[src/rtl/tdc_pkg.sv]
// Shared types and constants for the TDC measurement sequencer and its readout.
package tdc_pkg;

  localparam int TAPS            = 64;
  localparam int CODE_W          = $clog2(TAPS);
  localparam int FINE_W          = CODE_W + 1;
  localparam int RESULT_COARSE_W = 16;

  typedef enum logic [1:0] {
    IDLE       = 2'd0,
    WAIT_START = 2'd1,
    WAIT_STOP  = 2'd2,
    HOLD       = 2'd3
  } state_t;

  // An all-ones thermometer wraps the 6-bit count to 0; it really means a full line.
  function automatic logic [FINE_W-1:0] map_fine(input logic [CODE_W-1:0] code);
    if (code == '0) begin
      return FINE_W'(TAPS);
    end
    return {1'b0, code};
  endfunction

endpackage

[src/rtl/tdc_controller_hit_sync.sv]
// Three-flop synchronizer for a raw hit line with a single-cycle rising-edge pulse.
module hit_sync (
  input  logic clk,
  input  logic rst,
  input  logic raw,
  output logic pulse
);

  logic ff1;
  logic ff2;
  logic ff3;

  always_ff @(posedge clk or posedge rst) begin
    if (rst) begin
      ff1 <= 1'b0;
      ff2 <= 1'b0;
      ff3 <= 1'b0;
    end else begin
      ff1 <= raw;
      ff2 <= ff1;
      ff3 <= ff2;
    end
  end

  assign pulse = ff2 & ~ff3;

endmodule

[src/rtl/tdc_controller.sv]
// Measurement sequencer: shares one delay line between start/stop hits and builds
// a coarse+fine result word handed to readout over valid/ready.
module tdc_controller
  import tdc_pkg::*;
#(
  parameter int          COARSE_W = RESULT_COARSE_W,
  parameter int unsigned TIMEOUT  = 16'hFFFF
) (
  input  logic                clk,
  input  logic                rst,
  input  logic                arm,
  input  logic                abort,
  input  logic                start_in,
  input  logic                stop_in,
  output logic                dl_signal,
  output logic                dl_sample,
  input  logic [CODE_W-1:0]   dl_fine_count,
  input  logic                dl_valid,
  output logic                busy,
  output logic [COARSE_W-1:0] result_coarse,
  output logic [FINE_W-1:0]   result_fine_start,
  output logic [FINE_W-1:0]   result_fine_stop,
  output logic                result_timeout,
  output logic                result_err,
  output logic                result_valid,
  input  logic                result_ready
);

  localparam logic [COARSE_W-1:0] LIMIT        = COARSE_W'(TIMEOUT - 1);
  localparam logic [COARSE_W-1:0] MIN_INTERVAL = COARSE_W'(3);

  state_t              state;
  state_t              state_next;
  logic                start_event;
  logic                stop_event;
  logic                dl_sel;
  logic [CODE_W-1:0]   fine_code_q;
  logic                fine_valid_q;
  logic [COARSE_W-1:0] coarse;
  logic [COARSE_W-1:0] elapsed;
  logic [FINE_W-1:0]   fine_start;
  logic                err_start;
  logic                stop_accept;
  logic                timeout_hit;

  hit_sync u_start_sync (.clk(clk), .rst(rst), .raw(start_in), .pulse(start_event));
  hit_sync u_stop_sync  (.clk(clk), .rst(rst), .raw(stop_in),  .pulse(stop_event));

  // The line carries the stop channel from the start capture until the next arm.
  assign dl_sel       = (state == WAIT_STOP) || (state == HOLD);
  assign dl_signal    = dl_sel ? stop_in : start_in;
  assign dl_sample    = (state == WAIT_START) || (state == WAIT_STOP);
  assign busy         = (state != IDLE);
  assign result_valid = (state == HOLD);

  // elapsed is the edge distance the result reports if the stop lands this cycle.
  assign elapsed     = coarse + 1'b1;
  assign stop_accept = (state == WAIT_STOP) && stop_event && (elapsed >= MIN_INTERVAL);
  assign timeout_hit = (state == WAIT_STOP) && !stop_accept && (elapsed == LIMIT);

  always_ff @(posedge clk or posedge rst) begin
    if (rst) begin
      state <= IDLE;
    end else begin
      state <= state_next;
    end
  end

  always_comb begin
    state_next = state;
    case (state)
      IDLE:       if (arm) state_next = WAIT_START;
      WAIT_START: if (start_event) state_next = WAIT_STOP;
      WAIT_STOP:  if (stop_accept || timeout_hit) state_next = HOLD;
      HOLD:       if (result_ready) state_next = arm ? WAIT_START : IDLE;
      default:    state_next = IDLE;
    endcase
    if (abort) state_next = IDLE;
  end

  // Fine code is registered alongside ff2, so it reflects the line sampled with ff1's first 1.
  always_ff @(posedge clk or posedge rst) begin
    if (rst) begin
      fine_code_q       <= '0;
      fine_valid_q      <= 1'b0;
      coarse            <= '0;
      fine_start        <= '0;
      err_start         <= 1'b0;
      result_coarse     <= '0;
      result_fine_start <= '0;
      result_fine_stop  <= '0;
      result_timeout    <= 1'b0;
      result_err        <= 1'b0;
    end else begin
      fine_code_q  <= dl_fine_count;
      fine_valid_q <= dl_valid;
      if ((state == WAIT_START) && start_event) begin
        fine_start <= map_fine(fine_code_q);
        err_start  <= ~fine_valid_q;
        coarse     <= '0;
      end else if (state == WAIT_STOP) begin
        coarse <= elapsed;
      end
      if (!abort && stop_accept) begin
        result_coarse     <= elapsed;
        result_fine_start <= fine_start;
        result_fine_stop  <= map_fine(fine_code_q);
        result_timeout    <= 1'b0;
        result_err        <= err_start | ~fine_valid_q;
      end else if (!abort && timeout_hit) begin
        result_coarse     <= LIMIT;
        result_fine_start <= fine_start;
        result_fine_stop  <= '0;
        result_timeout    <= 1'b1;
        result_err        <= err_start;
      end
    end
  end

endmodule

[config.mk]
export PLATFORM = sky130hd
export DESIGN_NAME = tdc_controller
export DESIGN_NICKNAME = d
export VERILOG_FILES = /design/src/rtl/tdc_pkg.sv /design/src/rtl/tdc_controller_hit_sync.sv /design/src/rtl/tdc_controller.sv
export SDC_FILE = /design/constraint.sdc
export NUM_CORES = 1
export LEC_CHECK = 0
export ABC_AREA = 0
export CAP_MARGIN = 5
export CORE_ASPECT_RATIO = 0.6
export CORE_MARGIN = 8
export CORE_UTILIZATION = 54
export DETAILED_ROUTE_END_ITERATION = 10
export PLACE_DENSITY = 0.8
export SLEW_MARGIN = 10
export SYNTH_ARGS = -nofsm -noshare
export SYNTH_HDL_FRONTEND = slang
export SYNTH_HIERARCHICAL = 1
export SYNTH_SLANG_ARGS = --single-unit
export TNS_END_PERCENT = 10
[constraint.sdc]
create_clock -name clk -period 3.63 [get_ports clk]
set_input_delay 1.089 -clock clk [delete_from_list [all_inputs] [get_ports clk]]
set_output_delay 1.089 -clock clk [all_outputs]
set_load 0.02 [all_outputs]
==> flow_summary.ini <==
[synth]
synthFlopType = dfrtp_1
synth.avg_cell_area_um2 = 11.1
synth-seq-cells = 71
synth_top_area_share_pct = 50.7
postSynthCellCount = 316
synth_async_sr_flop_share_pct = 100
synth.cells.most_frequent = dfrtp_1, nand2_1, nor2_1
ys_warn_count = 6
synth_edf_count = 0
ys_types = 56
synth_area_um2 = 3510
yosysMostFrequentCell = dfrtp_1
syn-num-nets = 338
yosys.area.top_type = dfrtp_1
synthTopCellsByArea = dfrtp_1, xnor2_1, nand2_1
yosysSeqAreaShare_pct = 50.7

[worst_setup_path]
critPathArrivalTime_ns = 2.32
crit_start = start_in
cp.required_ns = 2.54
reg2reg_slack_ns = 0.55
rr_endpoint = result_fine_start[6]
ff2ff_path_depth = 8
crit_type = in -> out
worst_setup_path_start_kind = input port
crit_path_end = dl_signal
critPathMaxFanout = 2
r2r_start = coarse[0]
critical_path.endpoint_type = output pin

[final_layout]
nets = 379
antenna_cells = 0
drive_gt1_share_pct = 13.0
fin_cells = 446
postLayoutCellArea_um2 = 4210
layout-area-overhead-vs-synth_pct = 20.2
fillCellCount = 489

[global_routing]
overflow = 0
grt_util_all_layers_pct = 17.2
grt_pass1_wl_mm = 12.9
grt_pass1_vias = 2460
antenna_found_initial = 0
grt_max_degree = 66

[power]
power.density_nw_per_um2 = 713
vdd_drop_max_uv = 385
p_leak_nw = 1.82
power_mw = 3.00

[sta]
tightest_slew_ns = 0.944
relSlewSlack_pct = 37.0
fin_crit_ns = 3.41
tns_ns = 0
grt_setup_unrepaired = false
holdWs_ns = 0.354
setup_violations = 0
clock.fmax_mhz = 293
finClkSkew_ns = 0.00693
period_share_pct = 94.0
hold_viol_final = 0
drv_slew = 0

[placement]
dp.cells = 430
gpl.final_weighted_congestion = 0.866
dpl.hpwl_mm = 5.18
portBuffers = 49
place_area_um2 = 3990

[floorplanning]
die_area_um2 = 9410
die_y_um = 78.4
io_pins = 50
die_x_um = 120
rows = 22
core_area_um2 = 6190
initial_core_util_pct = 56.6

[clocking]
cts_tree = built
htree_levels = 3
clockBufferDepth = 2
postCtsResizedCells = 0
insertion_delay_ns = 0.34
cts-buffers-inserted = 9
cts.sinks = 71
ctsHoldBuffers = 0
clockRootBuffer = clkbuf_8
clk_pin_slew_ns = 0.07
postCtsSetupBuffers = 0

[hold_path]
hold_class = reg -> reg
hold_path_depth = 0

[route]
drc = 0
vias_per_cell = 5.50
firstDrtPassIters = 4
ant_nets = 0
vias = 2454
drt_iter0_drc = 185
wl_mm = 7.65
avgRoutedWirePerCell_um = 17.2

[status]
status = complete, no violations

[run]
maxCapViolations = 0
logic make-up (layout without fill, tap and decap cells):
kind of cell	Yosys count	after routing	synth area share (%)
XOR/XNOR	28	28	6.99
buffers and inverters	38	84	5.99
multiplexers	10	10	3.67
adder cells (fa/ha/maj)	8	8	2.85
flip-flops	71	71	50.7
AO/OA/AOI/OAI	46	46	11.8
AND/OR/NAND/NOR	115	115	18.1
registers in the layout, indices dropped and copies added (netlist names), 2 cells and up:
register	cells
result_coarse	16
state	2
result_fine_stop	7
result_fine_start	7
fine_code_q	6
coarse	16
fine_start	7
per-stage QoR:
stage               setup slack (ns)  util [%]
finish                         0.217      68.0
global route                   0.164      68.0
CTS                            0.209      68.0
detailed placement             0.216      64.4
global placement               0.241      64.4
floorplan                      0.915         -
final cells by class:
type                       count  area (um^2)  area share [%]
sequential                    71         1780            42.2
multi-input combinational    207         1520            36.1
timing repair buffer          53          533            12.6
clock buffer                  11          141            3.36
tap                           84          105            2.49
clock inverter                 5         81.3            1.93
inverter                      15         56.3            1.34
worst min path at each step:
stage | end | start | slack (ns)
2_1_floorplan | u_start_sync/ff2 | u_start_sync/ff1 | 0.33
6_report | u_stop_sync/ff2 | u_stop_sync/ff1 | 0.35
3_3_place_gp | u_start_sync/ff2 | u_start_sync/ff1 | 0.34
4_1_cts | u_stop_sync/ff2 | u_stop_sync/ff1 | 0.35
5_1_grt | u_stop_sync/ff2 | u_stop_sync/ff1 | 0.36
3_5_place_dp | u_stop_sync/ff2 | u_stop_sync/ff1 | 0.34
layer usage:
layer / track usage (%) / wire length (um)
met5: 0 / 0
met1: 24.2 / 3700
met4: 5.08 / 67
met3: 6.07 / 526
met2: 24.4 / 3350
cells in the final DEF, fill, tap and decap left out, types with 10 or more instances in the layout:
master           instances
dfrtp_1                 71
clkdlybuf4s50_1         49
nand2_1                 36
nor2_1                  29
xnor2_1                 18
a2bb2oi_1               15
inv_1                   14
xor2_1                  10
clkbuf_8                10
critical path, cell delays in order:
cell and delay, ns:
clkdlybuf4s50_1 0.42, mux2_2 0.27, clkdlybuf4s50_1 0.54
power breakdown:
part,switching (mW),leakage [nW],total [mW],internal [mW]
registers,0.175,0.902,1.19,1.01
logic,0.555,0.804,1.11,0.557
clock network,0.299,0.110,0.705,0.406
total,1.03,1.82,3.00,1.97
(Power assumes the default switching activity.)
